[src/rtl/cpu_defines_pkg.sv]
// Shared definitions for the MEM-stage data-memory access unit.
// Holds the MIPS load/store opcodes, bus size encodings, the access FSM
// state type and a helper that maps an opcode to its access size.
package cpu_defines_pkg;

  localparam logic [5:0] OP_LB  = 6'h20;
  localparam logic [5:0] OP_LH  = 6'h21;
  localparam logic [5:0] OP_LW  = 6'h23;
  localparam logic [5:0] OP_LBU = 6'h24;
  localparam logic [5:0] OP_LHU = 6'h25;
  localparam logic [5:0] OP_SB  = 6'h28;
  localparam logic [5:0] OP_SH  = 6'h29;
  localparam logic [5:0] OP_SW  = 6'h2b;

  localparam logic [1:0] SIZE_BYTE = 2'd0;
  localparam logic [1:0] SIZE_HALF = 2'd1;
  localparam logic [1:0] SIZE_WORD = 2'd2;

  typedef enum logic [2:0] {
    ST_IDLE,
    ST_ADDR,
    ST_DATA,
    ST_DONE,
    ST_DRAIN
  } mem_state_t;

  // Anything that is not a half or word access is treated as a byte access.
  function automatic logic [1:0] op_size(input logic [5:0] op);
    case (op)
      OP_LH, OP_LHU, OP_SH: op_size = SIZE_HALF;
      OP_LW, OP_SW:         op_size = SIZE_WORD;
      default:              op_size = SIZE_BYTE;
    endcase
  endfunction

endpackage

[src/rtl/mem_access_load_extend.sv]
// load_extend: selects the addressed byte/half lane of a 32-bit read word
// and sign- or zero-extends it according to the load opcode.
// Ports:
//   op      in  6   load opcode
//   addr_lo in  2   byte offset within the word
//   rdata   in  32  raw bus read data
//   data    out 32  extended load result
module load_extend
  import cpu_defines_pkg::*;
(
  input  logic [5:0]  op,
  input  logic [1:0]  addr_lo,
  input  logic [31:0] rdata,
  output logic [31:0] data
);

  logic [31:0] shifted;
  logic [7:0]  byte_v;
  logic [15:0] half_v;

  always_comb begin
    shifted = rdata >> {addr_lo, 3'b000};
    byte_v  = shifted[7:0];
    half_v  = addr_lo[1] ? rdata[31:16] : rdata[15:0];
    case (op)
      OP_LB:   data = {{24{byte_v[7]}}, byte_v};
      OP_LBU:  data = {24'h0, byte_v};
      OP_LH:   data = {{16{half_v[15]}}, half_v};
      OP_LHU:  data = {16'h0, half_v};
      default: data = rdata;
    endcase
  end

endmodule

[src/rtl/mem_access.sv]
// mem_access: MEM-stage data-memory access unit. Checks alignment, drives a
// split-transaction data bus (req/addr_ok then data_ok), returns extended
// load data and stalls the pipeline until the access completes.
// Ports:
//   clk_i, rst_i           clock, synchronous active-high reset
//   flush_i, pipe_hold_i   MEM-stage flush / external hold
//   memen_i rmem_i wmem_i  access enable, load, store
//   op_i addr_i wdata_i    opcode, effective address, store data
//   except_i               upstream exceptions (nonzero suppresses access)
//   data_*                 data bus request fields and responses
//   load_data_o            extended load result
//   stall_o                MEM stage must stall
//   adel_o ades_o          load/store address error, badvaddr_o = address
//
// state | meaning
// IDLE  | no access outstanding; request driven directly from inputs
// ADDR  | request presented, waiting addr_ok; fields from registered copy
// DATA  | address accepted, waiting data_ok
// DONE  | access finished while held; result served from latch
// DRAIN | flushed access still in flight; finish it and drop the result
module mem_access
  import cpu_defines_pkg::*;
#(
  parameter int ADDR_W = 32,
  parameter int DATA_W = 32
) (
  input  logic              clk_i,
  input  logic              rst_i,
  input  logic              flush_i,
  input  logic              pipe_hold_i,
  input  logic              memen_i,
  input  logic              rmem_i,
  input  logic              wmem_i,
  input  logic [5:0]        op_i,
  input  logic [ADDR_W-1:0] addr_i,
  input  logic [DATA_W-1:0] wdata_i,
  input  logic [7:0]        except_i,
  output logic              data_req_o,
  output logic              data_wr_o,
  output logic [1:0]        data_size_o,
  output logic [ADDR_W-1:0] data_addr_o,
  output logic [3:0]        data_wstrb_o,
  output logic [DATA_W-1:0] data_wdata_o,
  input  logic              data_addr_ok_i,
  input  logic              data_data_ok_i,
  input  logic [DATA_W-1:0] data_rdata_i,
  output logic [DATA_W-1:0] load_data_o,
  output logic              stall_o,
  output logic              adel_o,
  output logic              ades_o,
  output logic [ADDR_W-1:0] badvaddr_o
);

  mem_state_t state, state_nx;
  logic       drain_addr, drain_addr_nx;   // DRAIN still owes an addr_ok

  logic [5:0]        r_op;
  logic [ADDR_W-1:0] r_addr;
  logic              r_wr;
  logic [1:0]        r_size;
  logic [3:0]        r_wstrb;
  logic [DATA_W-1:0] r_wdata;
  logic [DATA_W-1:0] r_load;

  logic [1:0]        size_c;
  logic [3:0]        wstrb_c;
  logic [DATA_W-1:0] wdata_c;
  logic              mis;
  logic              start;
  logic [DATA_W-1:0] ext;

  always_comb begin
    size_c = op_size(op_i);
    mis    = ((size_c == SIZE_HALF) && addr_i[0]) ||
             ((size_c == SIZE_WORD) && (addr_i[1:0] != 2'b00));
    wstrb_c = 4'b0000;
    wdata_c = wdata_i;
    case (size_c)
      SIZE_BYTE: begin
        wstrb_c = 4'b0001 << addr_i[1:0];
        wdata_c = {4{wdata_i[7:0]}};
      end
      SIZE_HALF: begin
        wstrb_c = addr_i[1] ? 4'b1100 : 4'b0011;
        wdata_c = {2{wdata_i[15:0]}};
      end
      default: begin
        wstrb_c = 4'b1111;
        wdata_c = wdata_i;
      end
    endcase
    if (!wmem_i) wstrb_c = 4'b0000;
  end

  assign adel_o     = memen_i & rmem_i & mis;
  assign ades_o     = memen_i & wmem_i & mis;
  assign badvaddr_o = (adel_o | ades_o) ? addr_i : '0;
  assign start      = memen_i & (rmem_i | wmem_i) & ~flush_i &
                      (except_i == 8'h00) & ~mis;

  // Extension always uses the registered copy: the pipeline may already
  // present other values by the time data_ok returns.
  load_extend u_load_extend (
    .op      (r_op),
    .addr_lo (r_addr[1:0]),
    .rdata   (data_rdata_i),
    .data    (ext)
  );

  always_ff @(posedge clk_i) begin
    if (rst_i) begin
      state      <= ST_IDLE;
      drain_addr <= 1'b0;
    end else begin
      state      <= state_nx;
      drain_addr <= drain_addr_nx;
    end
  end

  always_ff @(posedge clk_i) begin
    if (rst_i) begin
      r_op    <= '0;
      r_addr  <= '0;
      r_wr    <= 1'b0;
      r_size  <= '0;
      r_wstrb <= '0;
      r_wdata <= '0;
      r_load  <= '0;
    end else begin
      if (state == ST_IDLE && start) begin
        r_op    <= op_i;
        r_addr  <= addr_i;
        r_wr    <= wmem_i;
        r_size  <= size_c;
        r_wstrb <= wstrb_c;
        r_wdata <= wdata_c;
      end
      if (state == ST_DATA && data_data_ok_i && pipe_hold_i && !flush_i)
        r_load <= ext;
    end
  end

  always_comb begin
    state_nx      = state;
    drain_addr_nx = drain_addr;
    data_req_o    = 1'b0;
    data_wr_o     = 1'b0;
    data_size_o   = '0;
    data_addr_o   = '0;
    data_wstrb_o  = '0;
    data_wdata_o  = '0;
    stall_o       = 1'b0;
    case (state)
      ST_IDLE: begin
        if (start) begin
          data_req_o   = 1'b1;
          data_wr_o    = wmem_i;
          data_size_o  = size_c;
          data_addr_o  = addr_i;
          data_wstrb_o = wstrb_c;
          data_wdata_o = wdata_c;
          stall_o      = 1'b1;
          state_nx     = data_addr_ok_i ? ST_DATA : ST_ADDR;
        end
      end
      ST_ADDR: begin
        data_req_o   = 1'b1;
        data_wr_o    = r_wr;
        data_size_o  = r_size;
        data_addr_o  = r_addr;
        data_wstrb_o = r_wstrb;
        data_wdata_o = r_wdata;
        stall_o      = 1'b1;
        if (flush_i) begin
          state_nx      = ST_DRAIN;
          drain_addr_nx = ~data_addr_ok_i;
        end else if (data_addr_ok_i) begin
          state_nx = ST_DATA;
        end
      end
      ST_DATA: begin
        stall_o = ~data_data_ok_i;
        if (data_data_ok_i) begin
          // A flush alongside completion simply drops the result.
          state_nx = (pipe_hold_i && !flush_i) ? ST_DONE : ST_IDLE;
        end else if (flush_i) begin
          state_nx      = ST_DRAIN;
          drain_addr_nx = 1'b0;
        end
      end
      ST_DONE: begin
        if (!pipe_hold_i || flush_i) state_nx = ST_IDLE;
      end
      ST_DRAIN: begin
        stall_o = memen_i;
        if (drain_addr) begin
          data_req_o   = 1'b1;
          data_wr_o    = r_wr;
          data_size_o  = r_size;
          data_addr_o  = r_addr;
          data_wstrb_o = r_wstrb;
          data_wdata_o = r_wdata;
          if (data_addr_ok_i) drain_addr_nx = 1'b0;
        end else if (data_data_ok_i) begin
          state_nx = ST_IDLE;
        end
      end
      default: state_nx = ST_IDLE;
    endcase
  end

  assign load_data_o = (state == ST_DATA && data_data_ok_i) ? ext :
                       (state == ST_DONE)                   ? r_load : '0;

endmodule
[config.mk]
export PLATFORM = sky130hd
export DESIGN_NAME = mem_access
export DESIGN_NICKNAME = d
export VERILOG_FILES = /design/src/rtl/cpu_defines_pkg.sv /design/src/rtl/mem_access_load_extend.sv /design/src/rtl/mem_access.sv
export SDC_FILE = /design/constraint.sdc
export NUM_CORES = 1
export LEC_CHECK = 0
export ABC_AREA = 0
export CORE_AREA = 4 4 126 128
export DETAILED_ROUTE_END_ITERATION = 8
export DIE_AREA = 0 0 130 132
export GPL_ROUTABILITY_DRIVEN = 0
export PLACE_DENSITY = 0.95
export SLEW_MARGIN = 20
export SYNTH_ARGS = -nofsm -noshare
export SYNTH_HDL_FRONTEND = slang
export SYNTH_SLANG_ARGS = --single-unit
[constraint.sdc]
create_clock -name clk_i -period 3.4 [get_ports clk_i]
set_input_delay 0.51 -clock clk_i [delete_from_list [all_inputs] [get_ports clk_i]]
set_output_delay 0.51 -clock clk_i [all_outputs]
set_load 0.05 [all_outputs]
======== Word level (Yosys, flattened, before mapping) ========
Index checks and enable logic that the tools add are counted.
Widths: inputs -> output; s select.
operators by class
  equality and inequality tests ........... 24
  shift operators ......................... 2
  multiplexer cells ....................... 46
  bitwise gates (word level) .............. 14
  reductions and logical operators ........ 20
operators by type and width
  kind                count
  $mux 32             7
  $pmux 32 s3         2
  $pmux 32 s4         1
  $pmux 32 s2         1
  $eq 6x6->1 const B  9
  $shr 32x5->8        1
  $mux 3              8
  $mux 16             1
  $mux 4              4
  $pmux 3 s5          1
  $ne 2x2->1 const B  7
  $pmux 4 s3          1
  $mux 1              9
  $pmux 1 s3          3
  $and 1x1->1         8
  $logic_not 8->1     1
  $mux 2              4
  $pmux 4 s2          1
  $logic_and 1x1->1   7
  $eq 3x2->1 const B  2
  $ne 3x3->1 const B  2
  $pmux 2 s3          1
  $reduce_and 6->1    1
  $not 1->1           4
  other kinds (17)    20
storage, ports and cells
  bits in registers ....................... 113
  bits of input ports ..................... 119
  output and inout bits ................... 139

======== Depth between registers and ports, before layout ========
Gate-level depths: netlist (run 1).
  word-level depth ........................ 10
  depth in mapped cells ................... 7
  mapped depth without buffers ............ 4

======== Cells and area by module ========
Synthesis (run 1) repeated with hierarchy kept, for this count alone.
unflattened totals
  cells, all modules ...................... 930
  area total of the unflattened synthesis .. 6354.8 sq um
by module, submodules not included
  module       times used  cells each  area an instance (sq um)
  mem_access   1           815         5705.5
  load_extend  1           115         649.4

======== Least setup slack after synthesis (run 1) ========
No wires, ideal clock.
  path kind ............................... input -> output
  start ................................... input port except_i[1]
  end ..................................... output port stall_o
  arrival time ............................ 2.768 ns
  data required time ...................... 2.890 ns
  path slack .............................. 0.122 ns
  stages .................................. 6
  path buffers ............................ 2
  cell sequence ........................... nor4b_1 > and4_1 > buf_2 > buf_2 > a21oi_1 > o32ai_1
on the way
  cells in the longest elaborated chain, start to end .. 5
ends and longest elaborated chain
  what                RTL line           text
  start: declaration  mem_access.sv:37   input logic [7:0] except_i,
  $logic_not 8->1     mem_access.sv:99   (except_i == 8'h00) & ~mis;
  $and 1x1->1         mem_access.sv:98   assign start = memen_i & (rmem_i | wmem_i) & ~flush_i &
  $and 1x1->1         mem_access.sv:99
  $mux 1              mem_access.sv:155  if (start) begin
  $pmux 1 s4          mem_access.sv:153  case (state)
  end: declaration    mem_access.sv:48   output logic stall_o,
Every way passes these cells.

======== Final worst setup path (run 1) ========
  start ................................... input port op_i[0]
  end ..................................... output port data_wdata_o[24]
on the way
  cells in the longest elaborated chain, start to end .. 10
  elaborated cells between the ends (all ways) .. 19
  classes of those cells .................. eq/ne: 7; mux: 4; bitwise: 2; reduce/logical: 6
ends and longest elaborated chain
  what                                                       RTL line                                              text
  start: declaration                                         mem_access.sv:34                                      input logic [5:0] op_i,
  $eq 6x6->1                                                 cpu_defines_pkg.sv:29                                 case (op)
  $reduce_or 3->1 / $reduce_or 2->1 (equally long branches)  cpu_defines_pkg.sv:29
  $pmux 2 s2 *                                               cpu_defines_pkg.sv:29
  $eq 2x1->1 / $eq 2x2->1 (equally long branches)            mem_access.sv:74, mem_access.sv:78, mem_access.sv:75
  $logic_and 1x1->1, on equally long branches                mem_access.sv:74, mem_access.sv:75
  $logic_or 1x1->1                                           mem_access.sv:74                                      mis = ((size_c == SIZE_HALF) && addr_i[0]) ||
  $not 1->1                                                  mem_access.sv:99
  $and 1x1->1                                                mem_access.sv:99
  $mux 32 *                                                  mem_access.sv:155
  $pmux 32 s3 *                                              mem_access.sv:153
  end: declaration                                           mem_access.sv:43                                      output logic [DATA_W-1:0] data_wdata_o,
Every way passes the cells marked *; elsewhere a longest branch is shown, timed or not.

==> reports/results.tsv, run 1 <==
stage	metric	value	unit
routing	Initial DRC Count	1700	
floorplanning	Ports	258	
critical_path	CP arrival	2.89	ns
clock_tree	Num CTS Buffers	17	
sta	Clock Skew	0.0102	ns
floorplanning	Core Area	14900	um2
routing	Routed wire per std cell	25.8	um
clock_tree	Num Clock Sinks	113	
grt	gr usage total	39.2	%
pwr	PwrDens	299	nW/um2
layout	Area growth, synth to finish	67.8	%
routing	TritonRoute pass-1 iters	9	
synthesis	cells after synthesis	947	
status	failing checks	design-rule violations, negative setup slack	
layout	Filler cells	788	
synthesis	ranking of synthesized cells by area	dfxtp_1 32%, nand2_1 8.4%, o31ai_1 5.3%	
grt	total grt overflow	0	
hold_path	Worst Hold Class	reg -> reg	
layout	register area	2260	um2
sta	Fin Setup TNS	-0.00134	ns
sta	RSZ-0062 raised after global routing	false	
critical_path	critical path startpoint category	input port	
critical_path	critical path capture point type	primary output	
critical_path	crit-path max FO	9	
sta	worst hold slack	0.466	ns
grt	number of global-route vias before repair	9674	
clock_tree	Clock H-tree levels	4	
critical_path	Worst Path Required	2.89	ns
pwr	maximum vdd ir drop	0.321	mV
placed_design	dpl hpwl	22.7	mm
floorplanning	Initial Util	48.0	%
sta	highest clock rate	294	MHz
placed_design	Port Buffers	257	
layout	share of cells above drive strength 1	21.3	%
synthesis	cell taking the most area after synthesis	dfxtp_1	
synthesis	top cells by count, synth	159 x nand2_1, 113 x dfxtp_1, 71 x a21oi_1, 70 x clkbuf_1, 63 x o21ai_0	
floorplanning	Site Rows	45	
synthesis	FFs w/ async S/R, synth	0	%
synthesis	Post-synth EDFFs	0	
layout	ant diodes	0	
synthesis	Seq/Total Area, Yosys	31.7	%
synthesis	post-synth top area share	31.7	%
clock_tree	deepest clock path buffer count	2	
status	status	finished with violations	
routing	Residual DRC	5	
clock_tree	CTS tree	done	
synthesis	Synth cell types	58	
sta	Slew @ Worst Pin	0.812	ns
grt	initial antenna violation count	1	
synthesis	flip-flop and latch count after synthesis	113	
floorplanning	Die X	130	um
floorplanning	DIE AREA	17200	um2
floorplanning	Die Ht	132	um
sta	final hold viol count	0	
layout	Core Util, Final	80.6	%
synthesis	Synth Area per Inst	7.54	um2
routing	total number of vias	9866	
synthesis	Syn. warnings	0	
clock_tree	CTS root buf	clkbuf_16	
layout	area occupied by multi-input gates	4470	um2
sta	period utilization	100	%
pwr	Leak Pwr	4.45	nW
placed_design	pre-CTS setup slack	-0.0248	ns
synthesis	Post-Synthesis Cell Area	7140	um2
sta	fin. max-slew vios	0	
grt	first-pass GRT wire length	53.2	mm
routing	post-route ant nets	0	
synthesis	syn nets	1066	
job	max_cap viols	0	
routing	drt total wl	35.5	mm
sta	minimum clock period	3.40	ns
synthesis	most frequent cell after synthesis	nand2_1	
routing	vias per inst	7.18	
sta	final setup margin	-0.00134	ns
pwr	power consumption	3.59	mW
critical_path	Setup CP Type	in -> out	
clock_tree	clock slew at reported path FFs	0.06	ns
layout	Final #Nets	1293	
sta	final setup vio count	1	
synthesis	Main synth FF type	dfxtp_1	
grt	largest net degree at the start of global routing	65	
sta	Slew headroom	45.9	%
clock_tree	insertion delay to the later sink of the worst-skew pair	0.42	ns
## flip-flops by register name, summed over array words and instances (netlist names)
register and count:
r_addr 32, r_load 32, r_wdata 32, r_op 6, r_wstrb 4, state 3
r_size 2, drain_addr 1, r_wr 1
## metrics by stage
step           instance area (um2)  cells
2_1_floorplan                 7140    947
3_3_place_gp                 11300   1340
3_5_place_dp                 11300   1340
4_1_cts                      12000   1371
5_1_grt                      12000   1374
6_report                     12000   1374
## layout make-up
type,count,share of cell area (%)
clock buffers,26,4.17
well taps,188,1.96
flip-flops and latches,113,18.9
inverters,17,0.533
repair buffers,304,36.3
clock inverters,5,0.835
multi-input cells,721,37.3
## critical path: stages
cell and delay (ns):
clkdlybuf4s50_1 0.59, nand3b_4 0.16, buf_4 0.21, a21oi_2 0.31, buf_4 0.22, o221ai_1 0.24
o21ai_0 0.44, buf_12 0.20
## logic make-up after synthesis
logic type | Yosys count | synth area share [%]
and+or+nand+nor | 362 | 25.7
DFF | 113 | 31.7
muxes | 29 | 4.38
buffers and inverters | 114 | 6.69
AOI/OAI and AO/OA | 329 | 31.5
## final timing paths
path / from / cells after the start / slack [ns] / end
max: op_i[0] / 8 / -0.001 / data_wdata_o[24]
min: r_load[15] / 2 / 0.47 / r_load[15]
max reg2reg: state[2] / 4 / 1.21 / r_addr[12]
min reg2reg: r_load[15] / 2 / 0.47 / r_load[15]
## power by group
part           internal, mW  switching (mW)  total [mW]
Clock                  1.22           0.647        1.87
Sequential             1.33        0.000623        1.33
Combinational         0.185           0.206       0.391
Total                  2.74           0.853        3.59
## metal layers
| layer | wire, um | vias to the layer above | track usage, % |
|---|---|---|---|
| met5 | 20 | - | 0 |
| met4 | 3100 | 2 | 27.5 |
| met3 | 4930 | 317 | 13.5 |
| met2 | 16100 | 1038 | 62.3 |
| met1 | 11300 | 4502 | 43.3 |
| li1 | - | 4007 | - |
## placed cells by master (no fill, tap or decap), types with 17 or more instances in the layout
cell,Yosys,layout
a211oi_1,27,27
a21oi_1,71,70
a22oi_1,20,20
a31oi_1,20,20
and2_1,32,32
buf_12,0,142
buf_4,2,45
clkbuf_16,0,17
clkdlybuf4s50_1,0,117
dfxtp_1,113,113
inv_1,17,17
mux2i_1,20,20
nand2_1,159,159
nand3_1,18,18
nand4_1,51,51
nor2_1,34,34
o21ai_0,63,63
o31ai_1,50,50
## timing repair
| action | in CTS | in global routing |
|---|---|---|
| buffers inserted | 0 | 2 |
| gates resized for setup | 1 | 1 |
| cloned | 0 | 1 |
| setup endpoints to repair | 18 | 63 |
| pin swaps | 0 | 2 |
| hold buffers | 0 | 0 |
(Power assumes the default switching activity.)
==> inputs of run 2 (changes only) <==
--- a/config.mk
+++ b/config.mk
@@ -6,9 +6,10 @@
 export NUM_CORES = 1
 export LEC_CHECK = 0
 export ABC_AREA = 0
-export CORE_AREA = 4 4 126 128
+export CORE_AREA = 4 4 107 109
 export DETAILED_ROUTE_END_ITERATION = 8
-export DIE_AREA = 0 0 130 132
+export DIE_AREA = 0 0 111 113
+export DONT_BUFFER_PORTS = 1
 export GPL_ROUTABILITY_DRIVEN = 0
 export PLACE_DENSITY = 0.95
 export SLEW_MARGIN = 20
==> run 2 against run 1 <==
Compared with the run above:
- the flow finishes with violations (design-rule violations)
- clock-buffer cell count shrank 6
- clock power up 4%
- largest cell class unchanged
- design area is 29% lower
- register-to-register slack worse by 0.32 ns
- via count decreased by 14%
- fmax up 5.3%
- total power fell by 4.9%
- hold slack worse by 0.42 ns
- critical path depth shrank 2
- final cell count down 17%
==> reports/results.tsv, run 2 (synthesis results as in run 1) <==
stage	metric	value	unit	change
pwr	Clk pwr share	56.9	%	+4.7 points
layout	commonest non-fill, non-tap cell in the layout	nand2_1		
routing	Residual DRC	4		-1
routing	post-route ant nets	0		unchanged
grt	total grt overflow	0		unchanged
critical_path	most used cell, CP	buf_4		
routing	total number of vias	8527		-14%
critical_path	FF-to-FF path depth	5		+1
layout	final non-filler cell total	1135		-17%
floorplanning	Site Rows	38		-16%
sta	Fin Setup TNS	0	ns	+0.00134 ns
clock_tree	Clock H-tree levels	4		unchanged
clock_tree	deepest clock path buffer count	2		unchanged
routing	TritonRoute pass-1 iters	9		unchanged
sta	highest clock rate	310	MHz	+5.3%
grt	initial antenna violation count	0		-1
pwr	power consumption	3.41	mW	-4.9%
critical_path	Crit path max-delay family	buffers and inverters		
pwr	switch share	21.2	%	-2.6 points
floorplanning	DIE AREA	12500	um2	-27%
hold_path	Worst Hold Class	in -> reg		
status	failing checks	design-rule violations		
sta	RSZ-0062 raised after global routing	false		
routing	vias per inst	7.51		+4.6%
pwr	Leak Pwr	3.24	nW	-27%
sta	final hold viol count	0		unchanged
sta	period utilization	95.0	%	-5.0 points
pwr	maximum vdd ir drop	0.510	mV	+59%
sta	minimum clock period	3.23	ns	-0.171 ns
sta	fin. max-slew vios	0		unchanged
status	status	finished with violations		
placed_design	Post-Place Cells	1103		-18%
routing	Routed wire per std cell	23.9	um	-7.6%
clock_tree	hold_buf cts	0		unchanged
layout	ant diodes	0		unchanged
critical_path	critical path capture point type	primary output		
grt	largest net degree at the start of global routing	104		+60%
placed_design	pre-CTS setup slack	0.579	ns	+0.604 ns
critical_path	crit-path max FO	11		+2
sta	final setup vio count	0		-1
critical_path	Reg2Reg Launch Point	state[1]		
critical_path	Setup CP Type	reg -> out		
sta	Slew @ Worst Pin	0.696	ns	-0.116 ns
floorplanning	Ports	258		unchanged
floorplanning	Die Ht	113	um	-14%
layout	Core Util, Final	80.1	%	-0.52 points
clock_tree	Num Clock Sinks	113		unchanged
sta	Clock Skew	0.00656	ns	-0.00365 ns
layout	most frequent cells in the layout	159 x nand2_1, 112 x dfxtp_1, 112 x buf_4		
placed_design	Port Buffers	0		-100%
pwr	Switch Pwr	0.724	mW	-15%
floorplanning	Core Area	10600	um2	-29%
critical_path	CP bufs+invs	3		-1
hold_path	hold path depth	1		-1
layout	Design Area, Final	8490	um2	-29%
sta	Slew headroom	53.6	%	+7.7 points
grt	gr usage total	42.0	%	+2.8 points
clock_tree	CTS root buf	clkbuf_8		
critical_path	Crit path depth	6		-2
clock_tree	CTS tree	done		
layout	Final #Nets	1102		-15%
routing	Initial DRC Count	1614		-5.1%
critical_path	R2R Path End	r_load[1]		
pwr	Int Pwr	2.69	mW	-1.7%
critical_path	Crit path largest cell delay	0.64	ns	+0.05 ns
grt	number of global-route vias before repair	8201		-15%
layout	Largest regs	r_addr (32), r_load (32), r_wdata (32)		
placed_design	placed cell area	7830	um2	-31%
floorplanning	Initial Util	67.4	%	+19 points
clock_tree	clock slew at reported path FFs	0.06	ns	about the same
critical_path	CP arrival	2.72	ns	-0.17 ns
hold_path	WHS Endpoint	r_load[27]		
grt	first-pass GRT wire length	42.9	mm	-19%
clock_tree	Num CTS Buffers	17		unchanged
sta	final setup margin	0.169	ns	+0.171 ns
placed_design	dpl hpwl	17.2	mm	-24%
layout	share of cells above drive strength 1	18.8	%	-2.5 points
pwr	Sequential Power Share	38.9	%	+1.9 points
clock_tree	insertion delay to the later sink of the worst-skew pair	0.53	ns	+0.11 ns
hold_path	HP Start	rst_i		
job	max_cap viols	0		unchanged
critical_path	critical path startpoint category	register		
sta	worst hold slack	0.0501	ns	-0.416 ns
routing	drt total wl	27.1	mm	-24%
critical_path	Worst Path Required	2.89	ns	about the same
pwr	PwrDens	402	nW/um2	+34%
layout	Area growth, synth to finish	18.9	%	
critical_path	FF-to-FF setup slack	0.89	ns	-0.32 ns
floorplanning	Die X	111	um	-15%
critical_path	critical path, cell by cell	inv_1 > nor3_1 > buf_4 > nand2b_1 > o21ai_1 > buf_4		
pwr	Comb power frac	4.2	%	-6.7 points
critical_path	slowest CP cell	dfxtp_1		
==> run 2: changes by cell type in the layout (fill, tap and decap cells not counted), moves of 2 or more <==
cell / delta
clkdlybuf4s50_1: -117
clkbuf_1: -5
o21ai_0: -43
o21ai_1: +43
buf_4: +67
bufinv_16: +2
nor4_1: -2
buf_12: -140
clkinv_2: +3
nor4_2: +2
==> run 2: timing repair <==
item	CTS	global route
setup endpoints to repair	3	2
setup buffers	1	0
gates cloned	0	0
gates resized for setup	0	1
pin swaps	1	0
==> run 2: worst reg2reg max path: cells and delay by family, from the launching register on <==
kind | cells | cell delay [ns]
simple gates | 3 | 0.99
flops | 1 | 0.64
buf+inv | 1 | 0.40
compound gates | 1 | 0.35
==> run 2: worst max path at each step <==
| stage | startpoint | end | slack (ns) |
|---|---|---|---|
| after floorplan | except_i[1] | stall_o | 0.12 |
| after global placement | r_addr[1] | load_data_o[30] | 0.61 |
| after detailed placement | r_addr[1] | load_data_o[22] | 0.58 |
| after CTS | r_addr[1] | load_data_o[9] | 0.13 |
| after global routing | state[1] | load_data_o[8] | 0.07 |
| final | state[1] | load_data_o[8] | 0.17 |
==> run 2: per-layer routing <==
metal	part of all wire [%]	routed length [um]	global-route usage (%)	up-vias
li1	-	-	-	3609
met1	34	9120	48.1	3891
met2	47	12700	69.2	814
met3	13	3540	14.5	213
met4	6.4	1720	23.2	0
met5	0	0	0	-
==> run 2: power by group through the flow <==
stage | clock [mW] | combinational, mW | sequential, mW
6_report | 1.94 | 0.144 | 1.33
5_1_grt | 2.01 | 0.155 | 1.33
4_1_cts | 1.95 | 0.140 | 1.33
3_5_place_dp | 0 | 0.137 | 1.35
3_3_place_gp | 0 | 0.134 | 1.35
2_1_floorplan | 0 | 0.123 | 1.35
==> run 2: layout make-up <==
type	count	area, um2
inverters	17	63.8
clock inverters	11	184
repair buffers	114	881
well taps	140	175
multi-input cells	720	4470
clock buffers	20	455
flip-flops and latches	113	2260
fillers	656	2110
